[src/rtl/vme_dtack_ctrl.sv]
// VME slave handshake: turns decoder strobes plus per-device acks into DTACK_B / BERR_OUT_B.
// Optional ACK/ERR entry counters are compiled in with `define VME_HANDSHAKE_STATS_EN.
module vme_dtack_ctrl #(
    localparam int unsigned NUM_DEV = 10,
    localparam int unsigned CNT_W   = 8,
    localparam int unsigned STAT_W  = 16,
    parameter logic [NUM_DEV-1:0] AUTO_ACK_MASK = 10'h001,
    parameter int unsigned        AUTO_DLY      = 3,
    parameter int unsigned        TMO_CYCLES    = 200
) (
    input  logic               FASTCLK,
    input  logic               RST_B,
    input  logic               STROBE,
    input  logic               STRBCE,
    input  logic [NUM_DEV-1:0] DEVICE,
    input  logic [NUM_DEV-1:0] DEV_ACK,
`ifdef VME_HANDSHAKE_STATS_EN
    input  logic               STATS_CLR,
    output logic [STAT_W-1:0]  ACK_CNT,
    output logic [STAT_W-1:0]  ERR_CNT,
`endif
    output logic               DTACK_B,
    output logic               BERR_OUT_B,
    output logic               BUSY,
    output logic               TIMEOUT
);

    localparam logic [CNT_W-1:0] AUTO_LAST = CNT_W'(AUTO_DLY - 1);
    localparam logic [CNT_W-1:0] TMO_LAST  = CNT_W'(TMO_CYCLES - 1);

    typedef enum logic [2:0] {
        IDLE = 3'd0,
        WAIT = 3'd1,
        ACK  = 3'd2,
        ERR  = 3'd3,
        REL  = 3'd4
    } state_t;

    state_t             state_q, state_d;
    logic [CNT_W-1:0]   cnt_q, cnt_d;
    logic [NUM_DEV-1:0] dev_sel_q, dev_sel_d;
    logic               dtack_b_d, berr_b_d, busy_d, timeout_d;
    logic               auto_hit, dev_hit, ack_hit;

    // Auto-acked devices complete on a fixed count; others on their own (in-select) DEV_ACK.
    assign auto_hit = (|(dev_sel_q & AUTO_ACK_MASK)) && (cnt_q == AUTO_LAST);
    assign dev_hit  = |(dev_sel_q & ~AUTO_ACK_MASK & DEV_ACK);
    assign ack_hit  = auto_hit || dev_hit;

    always_ff @(posedge FASTCLK or negedge RST_B) begin
        if (!RST_B) begin
            state_q    <= IDLE;
            cnt_q      <= '0;
            dev_sel_q  <= '0;
            DTACK_B    <= 1'b1;
            BERR_OUT_B <= 1'b1;
            BUSY       <= 1'b0;
            TIMEOUT    <= 1'b0;
        end else begin
            state_q    <= state_d;
            cnt_q      <= cnt_d;
            dev_sel_q  <= dev_sel_d;
            DTACK_B    <= dtack_b_d;
            BERR_OUT_B <= berr_b_d;
            BUSY       <= busy_d;
            TIMEOUT    <= timeout_d;
        end
    end

    // Next state; master abort outranks ack, and ack outranks timeout.
    always_comb begin
        state_d   = state_q;
        cnt_d     = cnt_q;
        dev_sel_d = dev_sel_q;
        timeout_d = 1'b0;
        unique case (state_q)
            IDLE: begin
                if (STRBCE) begin
                    if (DEVICE != '0) begin
                        dev_sel_d = DEVICE;
                        cnt_d     = '0;
                        state_d   = WAIT;
                    end else begin
                        state_d = ERR;
                    end
                end
            end
            WAIT: begin
                cnt_d = cnt_q + CNT_W'(1);
                if (!STROBE) begin
                    state_d = IDLE;
                end else if (ack_hit) begin
                    state_d = ACK;
                end else if (cnt_q == TMO_LAST) begin
                    state_d   = ERR;
                    timeout_d = 1'b1;
                end
            end
            ACK: begin
                if (!STROBE) state_d = REL;
            end
            ERR: begin
                if (!STROBE) state_d = REL;
            end
            REL: begin
                state_d = IDLE;
            end
            default: begin
                state_d = IDLE;
            end
        endcase
        dtack_b_d = (state_d != ACK);
        berr_b_d  = (state_d != ERR);
        busy_d    = (state_d != IDLE);
    end

`ifdef VME_HANDSHAKE_STATS_EN
    logic ack_entry, err_entry;

    assign ack_entry = (state_d == ACK) && (state_q != ACK);
    assign err_entry = (state_d == ERR) && (state_q != ERR);

    // Saturating entry counters; a synchronous clear beats a same-cycle increment.
    always_ff @(posedge FASTCLK or negedge RST_B) begin
        if (!RST_B) begin
            ACK_CNT <= '0;
            ERR_CNT <= '0;
        end else if (STATS_CLR) begin
            ACK_CNT <= '0;
            ERR_CNT <= '0;
        end else begin
            if (ack_entry && (ACK_CNT != '1)) ACK_CNT <= ACK_CNT + STAT_W'(1);
            if (err_entry && (ERR_CNT != '1)) ERR_CNT <= ERR_CNT + STAT_W'(1);
        end
    end
`endif

endmodule

[config.mk]
export PLATFORM = sky130hd
export DESIGN_NAME = vme_dtack_ctrl
export DESIGN_NICKNAME = d
export VERILOG_FILES = /design/src/rtl/vme_dtack_ctrl.sv
export SDC_FILE = /design/constraint.sdc
export NUM_CORES = 1
export LEC_CHECK = 0
export ABC_AREA = 0
export ABC_CLOCK_PERIOD_IN_PS = 2250
export CAP_MARGIN = 20
export CORE_MARGIN = 8
export CORE_UTILIZATION = 42
export DETAILED_ROUTE_END_ITERATION = 8
export PLACE_DENSITY = 0.69
export SETUP_SLACK_MARGIN = 0.3
export SKIP_CTS_REPAIR_TIMING = 1
export SLEW_MARGIN = 25
export SYNTH_ARGS = -nofsm -noshare
export SYNTH_HDL_FRONTEND = slang
export SYNTH_SLANG_ARGS = --single-unit
[constraint.sdc]
create_clock -name FASTCLK -period 2.25 [get_ports FASTCLK]
set_input_delay 0.3375 -clock FASTCLK [delete_from_list [all_inputs] [get_ports FASTCLK]]
set_output_delay 0.3375 -clock FASTCLK [all_outputs]
set_load 0.005 [all_outputs]
==> run metrics, run 1 <==
run status completed; total core area 2760 um2; vias per cell 5.55; max-slew violations 0; count leader, synth dfrtp_1; top cells by count, synth dfrtp_1, mux2_2, nor2_1; unrepaired setup endpoints after global routing false; CTS root buf clkbuf_4; routed wire length 2470 um; Bufs and invs on worst path 1; Die ar. 4900 um2; port bufs 26; # IOs 28; CTS tree done; Main synth FF type dfrtp_1; Die Span Y 70.0 um; worst-path maximum fanout 17; clk slew on worst S/H paths 0.14 ns; DRC 0; number of synthesized register bits 25; power density over the cells 903 nW/um2; number of max-cap violations 0; met3 Usage GRT 0.0282; Slew headroom 0.573; Area contributors post-synth dfrtp_1, mux2_2, dfstp_2; clock tree buffer depth 2; vias in the first global route 1,035; Slew @ Worst Pin 0.639 ns; Async SR Flop Fraction 1.00; Max VDD drop 537 uV; num rows 19; number of flops mapped to enable cells by yosys 0; Die X 70.0 um; largest net degree at the start of global routing 26; fmax 556 MHz; Util after Layout 0.576; grt met2 use 0.183; Initial Util 0.445; grt total ovfl 0; Final nets 166; post-synth top area cell dfrtp_1; Tmin final 1.80 ns; WP data arrival 2.00 ns; slowest stage delay, CP 0.56 ns; Starting DRT DRC Count 35; Post-Syn Instances 106; antenna violations before repair 0; Setup Skew 0.0120 ns; met1 usage 0.120; post-route antenna net violation count 0; Hold Path Class input port to async pin; # setup viols final 0; worst skew pair latency 0.32 ns; Final Cycle Share 0.799; gr busiest metal met2; share of the synthesized area in the top cell type 0.469; WL per Instance 14.5 um; gpl congestion 0.806; final setup TNS 0 ns; number of synthesis warnings 0; CP Capture Type flip-flop; # clock sinks 25; Setup CP Type flip-flop to flip-flop; drt pass-1 iters 4; ANT cells 0; syn_nets 132; Leak Pwr 0.660 nW; Syn Area/Cell 11.6 um2; CP required 2.46 ns; DP Cell Count 166; global-route wire length before repair 4390 um; detailed-route via count 944; hold violation count in the final report 0; Final Non-Filler Cells 170; crit-path leading delay family simple AND/OR/NAND/NOR gates; post-synth cell types 42; DP Wirelength 1980 um; CTS Buf Count 3; Mapped Area 1230 um2; Syn-to-layout area delta 29.5%; CP startpoint kind flip-flop; H-tree Lvls 1; GRT Total Usage 0.106; critical-path cell list or4b_4 > a31oi_4 > buf_12 > mux2_2; share of cells above drive strength 1 0.201; sequential element share of the synthesized area 0.512; Critical Path Slowest Stage Cell or4b_4
-- path summary, 6_finish.rpt --
| path | startpoint | to | slack [ns] | cells past startpoint |
|---|---|---|---|---|
| worst min-delay path | RST_B | cnt_q[7] | 0.36 | 2 |
| min in group FASTCLK | dev_sel_q[3] | dev_sel_q[3] | 0.53 | 1 |
| worst max-delay path | state_q[2] | dev_sel_q[8] | 0.45 | 4 |
| max in group asynchronous | RST_B | BERR_OUT_B | 1.60 | 2 |
| worst min register to register | dev_sel_q[3] | dev_sel_q[3] | 0.53 | 1 |
| worst max register to register | state_q[2] | dev_sel_q[8] | 0.45 | 4 |
-- registers in the layout, summed over array words and instances (netlist names) --
signal and cells:
DTACK_B 1, BERR_OUT_B 1, state_q 3, dev_sel_q 10, BUSY 1, TIMEOUT 1
cnt_q 8
-- layer usage --
| layer | wire [um] | vias to the layer above |
|---|---|---|
| li1 | - | 465 |
| met1 | 1130 | 453 |
| met2 | 1190 | 24 |
| met3 | 120 | 2 |
| met4 | 21 | 0 |
| met5 | 0 | - |
-- report_power, final --
part           switching [mW]  internal [mW]  total, mW  leakage, nW
registers              0.0989          0.597      0.696        0.314
logic                   0.228          0.313      0.541        0.329
clock network           0.132         0.0664      0.198       0.0177
-- layout by cell type, fill, tap and decap left out, types with 3 or more instances in the layout --
master	synthesis	layout
clkdlybuf4s50_1	0	26
dfrtp_1	23	23
mux2_2	10	10
nor2_1	8	8
o21ai_0	5	5
nand4_1	5	5
nand2_1	4	4
buf_4	0	4
a22oi_1	3	3
nor3_1	3	3
a21oi_1	3	3
clkbuf_4	0	3
-- layout make-up --
cell class	instances	area, um2
sequential	25	628
tap	31	38.8
timing repair buffer	31	310
clock inverter	1	5.00
multi-input combinational	78	579
fill	232	1170
clock buffer	3	22.5
inverter	1	3.75
-- logic make-up after synthesis --
logic type,after synthesis,share of synthesized area
multiplexers,11,0.104
AND/OR/NAND/NOR,42,0.213
AO/OA/AOI/OAI,20,0.113
XOR/XNOR,3,0.0214
adder cells (fa/ha/maj),2,0.0204
flip-flops,25,0.512
buffers and inverters,3,0.0153
-- worst register-to-register path: stages (launching register included) --
cell,delay [ns]
dfrtp_1,0.45
or4b_4,0.56
a31oi_4,0.18
buf_12,0.17
mux2_2,0.34
-- per-stage QoR --
stage | power, mW | setup slack [ns] | hold WS (ns) | area [um2]
floorplan | 1.05 | 0.431 | 0.0419 | 1230
global placement | 1.23 | 0.147 | 0.491 | 1560
detailed placement | 1.26 | 0.137 | 0.497 | 1560
CTS | 1.45 | 0.435 | 0.362 | 1590
global route | 1.55 | 0.348 | 0.368 | 1590
finish | 1.43 | 0.452 | 0.356 | 1590
Note: power is estimated with default switching activity, not from simulation.
==> run 2: changes to the inputs <==
--- a/config.mk
+++ b/config.mk
@@ -6,7 +6,7 @@
 export NUM_CORES = 1
 export LEC_CHECK = 0
 export ABC_AREA = 0
-export ABC_CLOCK_PERIOD_IN_PS = 2250
+export ABC_CLOCK_PERIOD_IN_PS = 1700
 export CAP_MARGIN = 20
 export CORE_MARGIN = 8
 export CORE_UTILIZATION = 42
==> constraint.sdc (replaced) <==
create_clock -name FASTCLK -period 1.7 [get_ports FASTCLK]
set_input_delay 0.255 -clock FASTCLK [delete_from_list [all_inputs] [get_ports FASTCLK]]
set_output_delay 0.255 -clock FASTCLK [all_outputs]
set_load 0.005 [all_outputs]
==> run metrics, run 2 (synthesis results as in run 1) <==
# clock sinks 25 (unchanged); number of max-cap violations 0 (unchanged); Setup CP Type flip-flop to flip-flop (unchanged); WL per Instance 15.8 um (was 14.5 um); CP startpoint kind flip-flop (unchanged); detailed-route via count 1,008 (was 944); WP data arrival 1.96 ns (was 2.00 ns); Final nets 181 (was 166); Power Total 2.23 mW (was 1.43 mW); CP required 1.91 ns (was 2.46 ns); gr busiest metal met2 (unchanged); Die Span Y 70.0 um (unchanged); Combinational Power Share 0.480 (was 0.377); port bufs 26 (unchanged); H-tree Lvls 1 (unchanged); critical-path cell list or4b_4 > a31oi_4 > buf_12 > mux2_2 (unchanged); vias in the first global route 1,109 (was 1,035); met1 usage 0.129 (was 0.120); final-layout fill cell count 220 (was 232); gpl congestion 0.783 (was 0.806); largest registers dev_sel_q (10), cnt_q (8), state_q (3) (unchanged); share of cells above drive strength 1 0.364 (was 0.201); Starting DRT DRC Count 41 (was 35); worst skew pair latency 0.30 ns (was 0.32 ns); Util after Layout 0.664 (was 0.576); ANT cells 0 (unchanged); Final Cycle Share 1.03 (was 0.799); Final WS setup -0.0523 ns (was 0.452 ns); Bufs and invs on worst path 1 (unchanged); power density over the cells 1220 nW/um2 (was 903 nW/um2); GRT Total Usage 0.119 (was 0.106); # IOs 28 (unchanged); Critical Path Slowest Stage Cell or4b_4 (unchanged); WHS 0.294 ns (was 0.356 ns); P_int 1.50 mW (was 976 uW); Clock power frac 0.115 (was 0.138); fmax 571 MHz (was 556 MHz); CTS root buf clkbuf_4 (unchanged); commonest non-fill, non-tap cells in the layout dfrtp_1, clkdlybuf4s50_1, buf_4 (was clkdlybuf4s50_1, dfrtp_1, mux2_2); placed cell areas 1670 um2 (was 1560 um2); final setup TNS -0.374 ns (was 0 ns); clk slew on worst S/H paths 0.13 ns (was 0.14 ns); antenna violations before repair 0 (unchanged); DRC 0 (unchanged); clock tree buffer depth 2 (unchanged); global-route wire length before repair 4910 um (was 4390 um); drt pass-1 iters 4 (unchanged); Syn-to-layout area delta 49.3% (was 29.5%); post-route antenna net violation count 0 (unchanged); grt total ovfl 0 (unchanged); Final Cell Area 1830 um2 (was 1590 um2); most common cell after layout, fill and taps aside dfrtp_1 (was clkdlybuf4s50_1); hold violation count in the final report 0 (unchanged); Die X 70.0 um (unchanged); routed wire length 2930 um (was 2470 um); met3 Usage GRT 0.0381 (was 0.0282); Initial Util 0.445 (unchanged); violated checks negative setup slack; DP Wirelength 2160 um (was 1980 um); slowest stage delay, CP 0.56 ns (about the same); Hold Path Class input port to async pin (unchanged); CTS tree done (unchanged); Die ar. 4900 um2 (unchanged); CTS Buf Count 3 (unchanged); worst-path maximum fanout 14 (was 17); run status finished, violations left (was completed); CP Capture Type flip-flop (unchanged); unrepaired setup endpoints after global routing true (was false); Slew @ Worst Pin 0.596 ns (was 0.639 ns); Leak Pwr 0.843 nW (was 0.660 nW); # setup viols final 11 (was 0); Setup Skew 0.00203 ns (was 0.0120 ns); Seq pwr share 0.405 (was 0.485); grt met2 use 0.212 (was 0.183); num rows 19 (unchanged); max-slew violations 0 (unchanged); Switch Pwr 725 uW (was 458 uW); Slew headroom 0.602 (was 0.573); Largest Register dev_sel_q (unchanged); Max VDD drop 897 uV (was 537 uV); crit-path leading delay family simple AND/OR/NAND/NOR gates (unchanged); vias per cell 5.45 (was 5.55); Tmin final 1.75 ns (was 1.80 ns); Net Sw Frac 0.325 (was 0.319); max reg flops 10 (unchanged); largest net degree at the start of global routing 26 (unchanged); total core area 2760 um2 (unchanged)
-- run 2: cell types whose count changed in the layout (fill, tap and decap cells not counted), moves of 2 or more --
cell,change
clkdlybuf4s50_1,-4
ha_1,-2
buf_6,+2
o21ai_0,-2
mux2_2,-4
dlymetal6s2s_1,+4
mux2_4,+4
buf_4,+13
ha_2,+2
-- run 2: layout make-up --
type	count	area [um2]	area share
repair buffers	46	440	0.241
clock buffers	4	26.3	0.0144
multi-input cells	78	693	0.379
inverters	1	3.75	0.00205
flip-flops and latches	25	628	0.343
well taps	31	38.8	0.0212
-- run 2: path summary, 6_finish.rpt --
kind / start / to / slack [ns] / cells past startpoint
min in group FASTCLK: dev_sel_q[0] / dev_sel_q[0] / 0.52 / 1
worst max register to register: state_q[0] / dev_sel_q[1] / -0.05 / 4
worst min-delay path: RST_B / dev_sel_q[6] / 0.29 / 2
worst max-delay path: state_q[0] / dev_sel_q[1] / -0.05 / 4
worst min register to register: dev_sel_q[0] / dev_sel_q[0] / 0.52 / 1
max in group asynchronous: RST_B / DTACK_B / 1.12 / 2
-- run 2: worst reg2reg max path, stage by stage, from the launching register on --
cell     delay [ns]
dfrtp_1        0.41
or4b_4         0.56
a31oi_4        0.18
buf_12         0.17
mux2_2         0.34
-- run 2: metal layers --
metal | vias up | part of all wire
met2 | 19 | 0.52
met1 | 491 | 0.42
met4 | 0 | 0.012
li1 | 494 | -
met5 | - | 0
met3 | 4 | 0.046
-- run 2: metrics by stage --
stage / worst slack (ns) / cells
final: -0.0523 / 185
after global routing: -0.0884 / 185
after CTS: -0.0561 / 181
after detailed placement: -0.315 / 177
after global placement: -0.299 / 177
after floorplan: -0.0967 / 106
-- run 2: power by group through the flow --
stage | Clock, mW | Combinational, mW | Sequential (mW)
after floorplan | 0 | 0.547 | 0.903
after global placement | 0 | 0.874 | 0.906
after detailed placement | 0 | 0.893 | 0.917
after CTS | 0.267 | 0.896 | 0.905
after global routing | 0.297 | 1.17 | 0.927
final | 0.257 | 1.07 | 0.903
